**config.mk**
```make
export PLATFORM = sky130hd
export DESIGN_NAME = leaf_out_arbiter_flat
export DESIGN_NICKNAME = d
export VERILOG_FILES = /design/src/rtl/leaf_out_arbiter_if.sv /design/src/rtl/leaf_out_arbiter.sv /design/src/flat_wrapper.sv
export SDC_FILE = /design/constraint.sdc
export NUM_CORES = 1
export LEC_CHECK = 0
export ABC_AREA = 1
export BUFFER_PORTS_ARGS = -buffer_cell sky130_fd_sc_hd__buf_2
export CAP_MARGIN = 30
export CORE_ASPECT_RATIO = 0.6
export CORE_MARGIN = 2
export CORE_UTILIZATION = 38
export CTS_CLUSTER_DIAMETER = 30
export DETAILED_ROUTE_END_ITERATION = 6
export HOLD_SLACK_MARGIN = 0.08
export SYNTH_ARGS = -nofsm -noshare
export SYNTH_HDL_FRONTEND = slang
export SYNTH_SLANG_ARGS = --single-unit
```
**constraint.sdc**
```tcl
create_clock -name clk -period 5.21 [get_ports clk]
set_input_delay 0.7815 -clock clk [delete_from_list [all_inputs] [get_ports clk]]
set_output_delay 0.7815 -clock clk [all_outputs]
set_load 0.05 [all_outputs]
```
**src/rtl/leaf_out_arbiter_if.sv**
```systemverilog
// User-side stream bundle of the leaf output arbiter: per-port payload/valid/ack
// toward the users, registered BFT packet and ready toward the fabric.
interface leaf_out_arbiter_if #(
    parameter int NUM_OUT_PORTS = 5,
    parameter int PAYLOAD_BITS  = 32,
    parameter int PACKET_BITS   = 49
);
    logic [NUM_OUT_PORTS*PAYLOAD_BITS-1:0] din_leaf_user2interface;
    logic [NUM_OUT_PORTS-1:0]              vld_user2interface;
    logic [NUM_OUT_PORTS-1:0]              ack_interface2user;
    logic                                  bft_ready;
    logic [PACKET_BITS-1:0]                dout_leaf_interface2bft;

    // Environment side: users and downstream fabric.
    modport master (
        output din_leaf_user2interface,
        output vld_user2interface,
        output bft_ready,
        input  ack_interface2user,
        input  dout_leaf_interface2bft
    );

    // Arbiter side.
    modport slave (
        input  din_leaf_user2interface,
        input  vld_user2interface,
        input  bft_ready,
        output ack_interface2user,
        output dout_leaf_interface2bft
    );
endinterface

```
**src/rtl/leaf_out_arbiter.sv**
```systemverilog
// Round-robin arbiter merging NUM_OUT_PORTS user streams into one registered BFT packet.
// Optional per-port credit gating is compiled in when LEAF_OUT_ARB_CREDIT_EN is defined.
module leaf_out_arbiter #(
    parameter int NUM_OUT_PORTS = 5,
    parameter int PAYLOAD_BITS  = 32,
    parameter int PACKET_BITS   = 49,
    parameter int NUM_LEAF_BITS = 5,
    parameter int NUM_PORT_BITS = 4,
    parameter int CREDIT_BITS   = 8,
    parameter int CREDIT_INIT   = 64
) (
    input  logic                             clk,
    input  logic                             reset_n,
    leaf_out_arbiter_if.slave                bus,
    input  logic                             cfg_we,
    input  logic [$clog2(NUM_OUT_PORTS)-1:0] cfg_port,
    input  logic [NUM_LEAF_BITS-1:0]         cfg_dst_leaf,
    input  logic [NUM_PORT_BITS-1:0]         cfg_dst_port,
    input  logic                             credit_upd_vld,
    input  logic [$clog2(NUM_OUT_PORTS)-1:0] credit_upd_port,
    input  logic [CREDIT_BITS-1:0]           credit_upd_amt,
    input  logic                             resend
);
    localparam int SEL_W     = $clog2(NUM_OUT_PORTS);
    localparam int BODY_BITS = PACKET_BITS - 1;
    localparam int PAD_BITS  = BODY_BITS - NUM_LEAF_BITS - NUM_PORT_BITS - PAYLOAD_BITS;

    typedef enum logic {OUT_EMPTY, OUT_FULL} out_state_t;

    out_state_t                 state_q, state_d;
    logic [BODY_BITS-1:0]       body_q;
    logic [SEL_W-1:0]           last_grant_q;
    logic [NUM_LEAF_BITS-1:0]   dst_leaf_q [NUM_OUT_PORTS];
    logic [NUM_PORT_BITS-1:0]   dst_port_q [NUM_OUT_PORTS];
    logic [PAYLOAD_BITS-1:0]    payload [NUM_OUT_PORTS];
    logic [NUM_OUT_PORTS-1:0]   credit_ok;
    logic [NUM_OUT_PORTS-1:0]   eligible;
    logic                       can_load;
    logic                       grant_vld;
    logic [SEL_W-1:0]           grant_idx;
    int                         rr_idx;
    logic                       cfg_hit;

    assign cfg_hit = cfg_we && (int'(cfg_port) < NUM_OUT_PORTS);

    always_comb begin
        for (int i = 0; i < NUM_OUT_PORTS; i++) begin
            payload[i] = bus.din_leaf_user2interface[i*PAYLOAD_BITS +: PAYLOAD_BITS];
        end
    end

    // A new packet may load only when the output slot is free or drains this cycle.
    assign can_load = reset_n && !resend && ((state_q == OUT_EMPTY) || bus.bft_ready);
    assign eligible = bus.vld_user2interface & credit_ok & {NUM_OUT_PORTS{can_load}};

    // NOTE: every variable written here gets a default first so no latch is inferred.
    always_comb begin
        grant_vld = 1'b0;
        grant_idx = '0;
        rr_idx    = 0;
        for (int k = 1; k <= NUM_OUT_PORTS; k++) begin
            rr_idx = (int'(last_grant_q) + k) % NUM_OUT_PORTS;
            if (!grant_vld && eligible[SEL_W'(rr_idx)]) begin
                grant_vld = 1'b1;
                grant_idx = SEL_W'(rr_idx);
            end
        end
    end

    assign bus.ack_interface2user = grant_vld ? (NUM_OUT_PORTS'(1) << grant_idx) : '0;
    assign bus.dout_leaf_interface2bft = {state_q == OUT_FULL, body_q};

    always_comb begin
        state_d = state_q;
        unique case (state_q)
            OUT_EMPTY: if (grant_vld) state_d = OUT_FULL;
            OUT_FULL: begin
                if (grant_vld)          state_d = OUT_FULL;
                else if (bus.bft_ready) state_d = OUT_EMPTY;
            end
            default: state_d = OUT_EMPTY;
        endcase
    end

    // NOTE: sequential state uses non-blocking assignments so every flop samples pre-edge values.
    always_ff @(posedge clk) begin
        if (!reset_n) begin
            state_q      <= OUT_EMPTY;
            body_q       <= '0;
            last_grant_q <= SEL_W'(NUM_OUT_PORTS - 1);
        end else begin
            state_q <= state_d;
            if (grant_vld) begin
                body_q <= {dst_leaf_q[grant_idx], dst_port_q[grant_idx],
                           {PAD_BITS{1'b0}}, payload[grant_idx]};
                last_grant_q <= grant_idx;
            end
        end
    end

    // NOTE: the destination table is a handful of flops, so it is reset like any other state.
    always_ff @(posedge clk) begin
        if (!reset_n) begin
            for (int i = 0; i < NUM_OUT_PORTS; i++) begin
                dst_leaf_q[i] <= '0;
                dst_port_q[i] <= '0;
            end
        end else if (cfg_hit) begin
            dst_leaf_q[cfg_port] <= cfg_dst_leaf;
            dst_port_q[cfg_port] <= cfg_dst_port;
        end
    end

`ifdef LEAF_OUT_ARB_CREDIT_EN
    logic [CREDIT_BITS-1:0] credit_q   [NUM_OUT_PORTS];
    logic [CREDIT_BITS-1:0] credit_d   [NUM_OUT_PORTS];
    logic [CREDIT_BITS:0]   credit_sum [NUM_OUT_PORTS];
    logic                   upd_hit;

    assign upd_hit = credit_upd_vld && (int'(credit_upd_port) < NUM_OUT_PORTS);

    // One extra bit holds credit+amt-1 exactly; the grant only fires with credit>0,
    // so the subtraction never wraps.
    always_comb begin
        for (int i = 0; i < NUM_OUT_PORTS; i++) begin
            credit_ok[i]  = (credit_q[i] != '0);
            credit_sum[i] = {1'b0, credit_q[i]};
            if (upd_hit && (credit_upd_port == SEL_W'(i)))
                credit_sum[i] = credit_sum[i] + {1'b0, credit_upd_amt};
            if (grant_vld && (grant_idx == SEL_W'(i)))
                credit_sum[i] = credit_sum[i] - (CREDIT_BITS+1)'(1);
            credit_d[i] = credit_sum[i][CREDIT_BITS] ? '1 : credit_sum[i][CREDIT_BITS-1:0];
        end
    end

    always_ff @(posedge clk) begin
        for (int i = 0; i < NUM_OUT_PORTS; i++) begin
            if (!reset_n) credit_q[i] <= CREDIT_BITS'(CREDIT_INIT);
            else          credit_q[i] <= credit_d[i];
        end
    end
`else
    logic unused_credit;

    assign credit_ok     = '1;
    assign unused_credit = ^{credit_upd_vld, credit_upd_port, credit_upd_amt,
                             CREDIT_BITS'(CREDIT_INIT)};
`endif

endmodule

```
**src/flat_wrapper.sv**
```systemverilog
// flat-port wrapper written by rule: the top's interface ports become plain ports
module leaf_out_arbiter_flat 
#(
    parameter int NUM_OUT_PORTS = 5,
    parameter int PAYLOAD_BITS  = 32,
    parameter int PACKET_BITS   = 49,
    parameter int NUM_LEAF_BITS = 5,
    parameter int NUM_PORT_BITS = 4,
    parameter int CREDIT_BITS   = 8,
    parameter int CREDIT_INIT   = 64
)
  (clk, reset_n, cfg_we, cfg_port, cfg_dst_leaf, cfg_dst_port, credit_upd_vld, credit_upd_port, credit_upd_amt, resend, bus_din_leaf_user2interface, bus_vld_user2interface, bus_bft_ready, bus_ack_interface2user, bus_dout_leaf_interface2bft);
  leaf_out_arbiter_if #(.NUM_OUT_PORTS(NUM_OUT_PORTS), .PAYLOAD_BITS(PAYLOAD_BITS), .PACKET_BITS(PACKET_BITS)) bus_i ();
  input  logic clk;
  input  logic reset_n;
  input  logic cfg_we;
  input  logic [$clog2(NUM_OUT_PORTS)-1:0] cfg_port;
  input  logic [NUM_LEAF_BITS-1:0] cfg_dst_leaf;
  input  logic [NUM_PORT_BITS-1:0] cfg_dst_port;
  input  logic credit_upd_vld;
  input  logic [$clog2(NUM_OUT_PORTS)-1:0] credit_upd_port;
  input  logic [CREDIT_BITS-1:0] credit_upd_amt;
  input  logic resend;
  input wire logic [$bits(bus_i.din_leaf_user2interface)-1:0] bus_din_leaf_user2interface;
  input wire logic [$bits(bus_i.vld_user2interface)-1:0] bus_vld_user2interface;
  input wire logic [$bits(bus_i.bft_ready)-1:0] bus_bft_ready;
  output wire logic [$bits(bus_i.ack_interface2user)-1:0] bus_ack_interface2user;
  output wire logic [$bits(bus_i.dout_leaf_interface2bft)-1:0] bus_dout_leaf_interface2bft;
  assign bus_i.din_leaf_user2interface = bus_din_leaf_user2interface;
  assign bus_i.vld_user2interface = bus_vld_user2interface;
  assign bus_i.bft_ready = bus_bft_ready;
  assign bus_ack_interface2user = bus_i.ack_interface2user;
  assign bus_dout_leaf_interface2bft = bus_i.dout_leaf_interface2bft;
  leaf_out_arbiter #(.NUM_OUT_PORTS(NUM_OUT_PORTS), .PAYLOAD_BITS(PAYLOAD_BITS), .PACKET_BITS(PACKET_BITS), .NUM_LEAF_BITS(NUM_LEAF_BITS), .NUM_PORT_BITS(NUM_PORT_BITS), .CREDIT_BITS(CREDIT_BITS), .CREDIT_INIT(CREDIT_INIT)) u_core (.clk(clk), .reset_n(reset_n), .bus(bus_i), .cfg_we(cfg_we), .cfg_port(cfg_port), .cfg_dst_leaf(cfg_dst_leaf), .cfg_dst_port(cfg_dst_port), .credit_upd_vld(credit_upd_vld), .credit_upd_port(credit_upd_port), .credit_upd_amt(credit_upd_amt), .resend(resend));
endmodule
```
==> reports/qor.txt, run 1 <==
Die Y = 111.6 µm
post-DR vias/cell = 5.030
crit-path max FO = 6
fin crit period = 4.943 ns
Multi-input gate area = 4177 µm²
FF-to-FF setup slack = 0.61 ns
number of flops mapped to enable cells by yosys = 54
drt total wl = 24120 µm
Cell variety after synth = 37
die area = 20470 µm²
Core Footprint = 18980 µm²
Initial DRC Count = 588
Max-cap violations = 0
Critical Path Slowest Stage Cell = dfxtp_2
Worst Hold Class = reg2reg
DR WL met3 = 1523 µm
first-pass GRT wire length = 37440 µm
Avg Synthesized Cell Area = 6.669 µm²
Mapped Cells = 1100
mux contribution to synthesized area = 0%
Fin. Hold Viols = 0
GP Congestion = 0.8505
port bufs = 228
Seq. cell area = 2524 µm²
clk buf depth = 2
Synth Area in Simple Gates = 42.90%
f_max = 202.3 MHz
Setup-failing EPs final = 0
Ys Warns = 0
complex-gate fraction of the synthesized area = 5.236%
Layout area overhead = 24.88%
CTS tree = built
Critical Path End Type = output pin
Worst-Margin Slew = 0.7297 ns
worst stage delay on the critical path = 0.36 ns
CP startpoint kind = flip-flop
hold buffer count at CTS = 0
Slew Limit Headroom = 51.35%
Seq/Total Area, Yosys = 34.39%
Ports = 248
outcome = completed
initial antenna violation count = 3
Final Cell Area = 9161 µm²
CTS Sinks = 99
clk_skew = 0.009959 ns
Clock Pin Slew Worst Setup and Hold Paths = 0.08 ns
post-synthesis cell area = 7336 µm²
drt wl/cell = 15.43 µm
main combinational cell family by area after synthesis = simple AND/OR/NAND/NOR gates
ANT nets after route = 0
vias in the first global route = 6997
ratio of final minimum period to clock period = 94.87%
GR Overflow Total = 0
row count = 39
Post-synth ARST share = 0%
layout cell share with drive strength beyond 1 = 25.15%
CTS Buf Count = 9
WL met2 = 10960 µm
most frequent CP cell = nand2_1
DP Area = 8680 µm²
Vias = 7862
Sum Neg Setup Slack = 0 ns
Residual DRC = 0
CP required = 4.43 ns
top layer used by detailed routing = met5
flop and latch count out of synthesis = 99
starting density of the core = 38.65%
largest net degree at the start of global routing = 92
die extent in x = 183.4 µm
post-layout net count = 1534
filler cell count in the final layout = 1980
Post-synth top flop = edfxtp_1
wl on met1 = 11400 µm
total global-route track usage = 23.01%
Worst-Skew Late Latency = 0.35 ns
DP Wirelength = 17000 µm
Root Buffer = clkbuf_16
Post-Synth Adder-Cell Area = 5.049%
pins over their slew limit = 0
Post-Synth XOR/XNOR Area = 0.5970%
WP data arrival = 4.16 ns
CTS HTree Levels = 3
First-pass DRT Iterations = 5
Setup CP Type = reg2out
## through the flow
stage	setup WS (ns)	util (%)	std cells	hold slack, ns
6_report	0.2673	48.26	1563	0.5323
5_1_grt	-0.01037	48.26	1563	0.5711
4_1_cts	0.001875	47.37	1556	0.5347
3_5_place_dp	0.2413	45.73	1540	0.5106
3_3_place_gp	0.2939	45.73	1540	0.5101
2_1_floorplan	0.02460	-	1115	0.5796
## per-layer routing
metal | global-route usage [%] | vias to the layer above
met4 | 3.947 | 4
met1 | 32.13 | 3590
li1 | - | 3995
met2 | 37.78 | 255
met3 | 4.187 | 18
met5 | 0 | -
## critical path: cells and delay by family (launching register included)
family | cells | cell delay [ns]
xor+xnor | 1 | 0.19
fa+ha+maj | 3 | 0.60
flops | 1 | 0.36
simple gates | 19 | 2.18
buf+inv | 5 | 0.47
## cell families (layout without fill, tap and decap cells)
logic type / Yosys count / count (layout)
AND/OR/NAND/NOR: 699 / 699
buffers and inverters: 194 / 395
flip-flops: 99 / 99
adder cells (fa/ha/maj): 29 / 29
AO/OA/AOI/OAI: 73 / 73
XOR/XNOR: 5 / 5
other: 1 / 17
## layout make-up
type	instances	share of cell area (%)
antenna	1	0.02731
clock buffer	9	2.458
clock inverter	7	0.8741
inverter	124	5.135
multi-input combinational	822	45.59
sequential	99	27.55
tap	246	3.360
timing repair buffer	255	15.01
## registers in the layout (all words and copies together), names as in the netlist
register and flops:
u_core.dst_leaf_q 30, u_core.dst_port_q 24, u_core.body_q 41, u_core.state_q 1, u_core.last_grant_q 3
## path summary, 6_finish.rpt
path                               endpoint  cells after the start                    from
setup / recovery  bus_ack_interface2user[0]                     28  u_core.last_grant_q[0]
hold / removal            u_core.body_q[41]                      2       u_core.body_q[41]
setup reg to reg          u_core.body_q[44]                     30  u_core.last_grant_q[0]
hold reg to reg           u_core.body_q[41]                      2       u_core.body_q[41]
## timing repair
action	in CTS	in global routing
pin swaps	0	9
buffers inserted	0	6
setup endpoints to repair	1	23
gates resized for setup	3	27
## cells in the mapped netlist (2+ instances only)
cell / instances / area share, %
a21oi_1: 34 / 2.3
a21oi_2: 2 / 0.24
and2_1: 2 / 0.17
buf_2: 29 / 2.0
buf_4: 24 / 2.5
clkbuf_1: 15 / 0.77
dfxtp_1: 45 / 12
edfxtp_1: 54 / 22
ha_1: 28 / 4.8
inv_1: 112 / 5.7
inv_2: 10 / 0.51
nand2_1: 303 / 16
nand2_2: 10 / 0.85
nand3_1: 259 / 18
nand3_2: 4 / 0.55
nand3b_1: 18 / 1.8
nand4_1: 15 / 1.3
nor2_1: 79 / 4.0
nor2_2: 2 / 0.17
nor3_1: 2 / 0.14
o21a_1: 2 / 0.20
o21ai_0: 24 / 1.6
o21ai_1: 9 / 0.61
xor2_1: 5 / 0.60
## placed cells by master (no fill, tap or decap), drive strengths merged, types with 5 or more instances in the layout
| cell type | synthesis | layout |
|---|---|---|
| nand2 | 313 | 313 |
| nand3 | 263 | 263 |
| buf | 55 | 255 |
| inv | 123 | 126 |
| nor2 | 82 | 82 |
| edfxtp | 54 | 54 |
| dfxtp | 45 | 45 |
| a21oi | 36 | 36 |
| o21ai | 33 | 33 |
| ha | 28 | 28 |
| nand3b | 18 | 18 |
| conb | 1 | 16 |
| nand4 | 15 | 15 |
| clkbuf | 15 | 9 |
| xor2 | 5 | 5 |
Power of run 1 is not shown: default switching activity piles up to over one toggle a cycle in this logic, so the estimate is an artifact.
==> run 2, diff against run 1 <==
--- a/config.mk
+++ b/config.mk
@@ -14,6 +14,7 @@
 export CTS_CLUSTER_DIAMETER = 30
 export DETAILED_ROUTE_END_ITERATION = 6
 export HOLD_SLACK_MARGIN = 0.08
+export REMOVE_ABC_BUFFERS = 1
 export SYNTH_ARGS = -nofsm -noshare
 export SYNTH_HDL_FRONTEND = slang
 export SYNTH_SLANG_ARGS = --single-unit
==> reports/qor.txt, run 2 (same netlist as run 1, synthesis figures left out) <==
CTS HTree Levels = 3 (unchanged)
Ports = 248 (unchanged)
met1 usage = 31.82% (-0.30 points)
Final Util = 48.41% (+0.15 points)
Worst Hold Class = reg2reg
leading cell types in the layout, fill and taps excluded = 291 x nand2_1, 253 x nand3_1, 224 x buf_2, 110 x inv_1, 77 x nor2_1
reg2reg end = u_core.body_q[40]
antenna fix cells = 0 (-1)
starting density of the core = 38.65% (unchanged)
FF-to-FF setup slack = 0.56 ns (-0.05 ns)
fin crit period = 4.936 ns (-0.006803 ns)
Max-cap violations = 0 (unchanged)
post-DR vias/cell = 5.040 (+0.20%)
filler cell count in the final layout = 1999 (+0.96%)
busiest grt layer = met2
Multi-input gate area = 4207 µm² (+0.72%)
pins over their slew limit = 0 (unchanged)
worst stage delay on the critical path = 0.37 ns (about the same)
vias in the first global route = 7209 (+3.0%)
DP Area = 8665 µm² (-0.17%)
ANT nets after route = 0 (unchanged)
flip-flop count of the largest register after layout = 41 (unchanged)
Fin. Hold Viols = 0 (unchanged)
Clock Pin Slew Worst Setup and Hold Paths = 0.07 ns (about the same)
routing usage on met2 = 36.39% (-1.4 points)
post-layout net count = 1533 (-0.065%)
Setup-failing EPs final = 0 (unchanged)
Hold Slack = 0.5256 ns (-0.006782 ns)
clk_skew = 0.008181 ns (-0.001778 ns)
First-pass DRT Iterations = 5 (unchanged)
Final Cell Area = 9190 µm² (+0.31%)
layout cell share with drive strength beyond 1 = 25.78% (+0.63 points)
worst slack, placed = 0.2230 ns (-0.01822 ns)
largest net degree at the start of global routing = 92 (unchanged)
total global-route track usage = 22.66% (-0.35 points)
CP startpoint kind = flip-flop
row count = 39 (unchanged)
port bufs = 228 (unchanged)
Die Y = 111.6 µm (unchanged)
initial antenna violation count = 0 (-3)
CTS Sinks = 99 (unchanged)
r2r worst-path depth = 30 (unchanged)
r2r startpoint = u_core.last_grant_q[0]
CTS Buf Count = 9 (unchanged)
Critical Path Slowest Stage Cell = dfxtp_4
Layout area overhead = 25.28%
Largest regs = u_core.body_q x41, u_core.dst_leaf_q x30, u_core.dst_port_q x24
Slew Limit Headroom = 31.99% (-19 points)
GP Congestion = 0.8275 (-2.7%)
outcome = completed
hold path depth = 2 (unchanged)
Core Footprint = 18980 µm² (unchanged)
Biggest register = u_core.body_q
DP Wirelength = 16400 µm (-3.6%)
drt wl/cell = 15.00 µm (-2.8%)
GRT met3 Usage = 4.449% (+0.26 points)
die area = 20470 µm² (unchanged)
CTS tree = built
final setup margin = 0.2741 ns (+0.006803 ns)
f_max = 202.6 MHz (+0.14%)
Worst-Margin Slew = 1.020 ns (+0.2904 ns)
worst hold start = u_core.body_q[44]
crit-path max FO = 6 (unchanged)
Seq. cell area = 2527 µm² (+0.15%)
Worst-Skew Late Latency = 0.36 ns (about the same)
die extent in x = 183.4 µm (unchanged)
clk buf depth = 2 (unchanged)
first-pass GRT wire length = 36930 µm (-1.4%)
CP required = 4.43 ns (about the same)
Critical Path End Type = output pin
Setup CP Type = reg2out
ratio of final minimum period to clock period = 94.74% (-0.13 points)
Initial DRC Count = 569 (-3.2%)
most common cell after layout, fill and taps aside = nand2_1
most frequent CP cell = nand3_1
Root Buffer = clkbuf_16
WP data arrival = 4.15 ns (about the same)
drt total wl = 23410 µm (-2.9%)
GR Overflow Total = 0 (unchanged)
Vias = 7868 (+0.076%)
Residual DRC = 0 (unchanged)
Hold Path End = u_core.body_q[44]
==> run 2: final cells by class <==
type                       count  area share [%]
clock buffer                   9           2.451
tap                          246           3.349
multi-input combinational    822           45.77
inverter                     124           5.119
clock inverter                 7          0.9394
sequential                    99           27.50
timing repair buffer         254           14.87
==> run 2: critical path, delay by kind of cell, from the launching register on <==
| kind | cells | cell delay, ns |
|---|---|---|
| fa+ha+maj | 3 | 0.61 |
| simple gates | 19 | 2.09 |
| buf+inv | 6 | 0.54 |
| xor+xnor | 1 | 0.17 |
| flops | 1 | 0.37 |
==> run 2: metal layers <==
layer  part of all wire (%)  vias up
met4                    1.2        0
met3                    6.9       26
met2                     44      279
li1                       -     3987
met1                     48     3576
met5                      0        -
==> run 2: how the worst max path moves through the flow <==
stage,from,to
final,u_core.last_grant_q[0],bus_ack_interface2user[0]
after global routing,u_core.last_grant_q[0],bus_ack_interface2user[0]
after CTS,u_core.last_grant_q[0],bus_ack_interface2user[3]
after detailed placement,u_core.last_grant_q[1],bus_ack_interface2user[0]
after global placement,u_core.last_grant_q[1],bus_ack_interface2user[0]
after floorplan,u_core.last_grant_q[0],bus_ack_interface2user[0]
==> run 2: timing repair <==
item,CTS,global route
endpoints found under the hold margin,0,0
resized for setup,7,47
pin swaps,0,11
cloned,0,0
setup endpoints to repair,4,46
buffers inserted,0,1
hold buffers,0,0
==> run 2: through the flow <==
step                TNS (ns)  instances
floorplan             -86.47       1045
global placement           0       1544
detailed placement         0       1544
CTS                        0       1560
global route        -0.06623       1561
finish                     0       1561
Power of run 2 is left out for the same reason.
==> run 3, diff against run 2 <==
--- a/config.mk
+++ b/config.mk
@@ -14,6 +14,7 @@
 export CTS_CLUSTER_DIAMETER = 30
 export DETAILED_ROUTE_END_ITERATION = 6
 export HOLD_SLACK_MARGIN = 0.08
+export PLACE_DENSITY = 0.67
 export REMOVE_ABC_BUFFERS = 1
 export SYNTH_ARGS = -nofsm -noshare
 export SYNTH_HDL_FRONTEND = slang
==> reports/qor.txt, run 3 (same netlist as run 1, synthesis figures left out) <==
Worst-Skew Late Latency = 0.35 ns (about the same)
CTS Buf Count = 9 (unchanged)
CP required = 4.43 ns (about the same)
CTS tree = built
crit-path max FO = 7 (+1)
Fin. Hold Viols = 0 (unchanged)
pins over their slew limit = 0 (unchanged)
worst slack, placed = 0.2492 ns (+0.02615 ns)
GP Congestion = 0.8200 (-0.91%)
Final Util = 47.65% (-0.76 points)
Clock Pin Slew Worst Setup and Hold Paths = 0.07 ns (about the same)
drt wl/cell = 14.33 µm (-4.5%)
layout cell share with drive strength beyond 1 = 24.18% (-1.6 points)
RSZ-0062 raised after global routing = true
ANT nets after route = 0 (unchanged)
worst stage delay on the critical path = 0.35 ns (-0.02 ns)
Layout area overhead = 23.30%
busiest grt layer = met2
Worst-Margin Slew = 0.9641 ns (-0.05606 ns)
port bufs = 228 (unchanged)
Sum Neg Setup Slack = 0 ns (unchanged)
Vias = 7787 (-1.0%)
WP data arrival = 4.17 ns (+0.02 ns)
row count = 39 (unchanged)
Max-cap violations = 0 (unchanged)
leading cell types in the layout, fill and taps excluded = 299 x nand2_1, 256 x nand3_1, 224 x buf_2, 110 x inv_1, 78 x nor2_1
starting density of the core = 38.65% (unchanged)
Residual DRC = 0 (unchanged)
Worst Hold Class = reg2reg
hold buffer count at CTS = 0 (unchanged)
most common cell after layout, fill and taps aside = nand2_1
post-layout net count = 1533 (unchanged)
Largest regs = u_core.body_q x41, u_core.dst_leaf_q x30, u_core.dst_port_q x24
Biggest register = u_core.body_q
first-pass GRT wire length = 35800 µm (-3.0%)
GRT met3 Usage = 4.056% (-0.39 points)
CP cell instances = inv_2, ha_1, nor2_1, nor2_1, a21oi_2, xor2_1, ha_1, fa_1, nand3_1, o21ai_0, inv_1, nand2_1, nand2_1, nand2_1, nand2_1, inv_2, nand2_2, nor3_4, nand2_1, nand2_2, inv_4, nor4_4, buf_6
CTS HTree Levels = 3 (unchanged)
First-pass DRT Iterations = 5 (unchanged)
Slew Limit Headroom = 35.73% (+3.7 points)
Initial DRC Count = 610 (+7.2%)
initial antenna violation count = 1 (+1)
final setup margin = 0.2536 ns (-0.02050 ns)
clk buf depth = 2 (unchanged)
ratio of final minimum period to clock period = 95.13% (+0.39 points)
CP bufs+invs = 5 (-1)
Die Y = 111.6 µm (unchanged)
vias in the first global route = 7136 (-1.0%)
CTS Sinks = 99 (unchanged)
filler cell count in the final layout = 1987 (-0.60%)
f_max = 201.8 MHz (-0.41%)
Top delay family on crit path = simple AND/OR/NAND/NOR gates
DP Wirelength = 15890 µm (-3.1%)
Root Buffer = clkbuf_16
largest net degree at the start of global routing = 92 (unchanged)
post-DR vias/cell = 4.988 (-1.0%)
GR Overflow Total = 0 (unchanged)
clk_skew = 0.01146 ns (+0.003282 ns)
die extent in x = 183.4 µm (unchanged)
met1 usage = 30.07% (-1.8 points)
Core Footprint = 18980 µm² (unchanged)
Ports = 248 (unchanged)
outcome = completed
antenna fix cells = 0 (unchanged)
Setup-failing EPs final = 0 (unchanged)
CP startpoint kind = flip-flop
drt total wl = 22370 µm (-4.5%)
die area = 20470 µm² (unchanged)
flip-flop count of the largest register after layout = 41 (unchanged)
most frequent CP cell = nand2_1
total global-route track usage = 21.79% (-0.88 points)
fin crit period = 4.956 ns (+0.02050 ns)
Critical Path End Type = output pin
Critical Path Slowest Stage Cell = ha_1
Setup CP Type = reg2out
routing usage on met2 = 36.19% (-0.20 points)
run 3: repair_timing:
| item | CTS | global route |
|---|---|---|
| buffers inserted | 0 | 5 |
| pin swaps | 1 | 4 |
| gates resized for setup | 7 | 16 |
| endpoints found under the setup margin | 4 | 43 |
run 3: metal layers:
layer	vias to the layer above	wire length [µm]
li1	3998	-
met1	3507	10680
met2	260	9963
met3	20	1531
met4	2	174
met5	-	13
run 3: metrics by stage:
stage	instances	hold WS, ns	instance area [µm²]
detailed placement	1540	0.5082	8635
floorplan	1045	0.5796	6995
finish	1561	0.5238	9045
global route	1561	0.5444	9045
CTS	1556	0.5289	8951
global placement	1540	0.5075	8635
run 3: final cells by class:
| class | instances | area, µm² | share of cell area [%] |
|---|---|---|---|
| Clock buffer | 10 | 229.0 | 2.531 |
| Timing Repair Buffer | 254 | 1350 | 14.93 |
| Clock inverter | 6 | 57.56 | 0.6363 |
| Tap cell | 246 | 307.8 | 3.403 |
| Multi-Input combinational cell | 822 | 4110 | 45.44 |
| Inverter | 124 | 467.9 | 5.174 |
| Sequential cell | 99 | 2522 | 27.89 |
run 3: tightest hold or removal path: stages (launching register included):
cell and delay (ns):
dfxtp_1 0.32, o21ai_0 0.08, nor2_1 0.09
run 3: path summary, 6_finish.rpt:
kind         cells after the start                   start                        end  slack [ns]
max                             23  u_core.last_grant_q[1]  bus_ack_interface2user[0]        0.25
min                              2       u_core.body_q[45]          u_core.body_q[45]        0.52
max reg2reg                     29  u_core.last_grant_q[0]          u_core.body_q[40]        0.52
min reg2reg                      2       u_core.body_q[45]          u_core.body_q[45]        0.52
Power of run 3 is left out for the same reason.
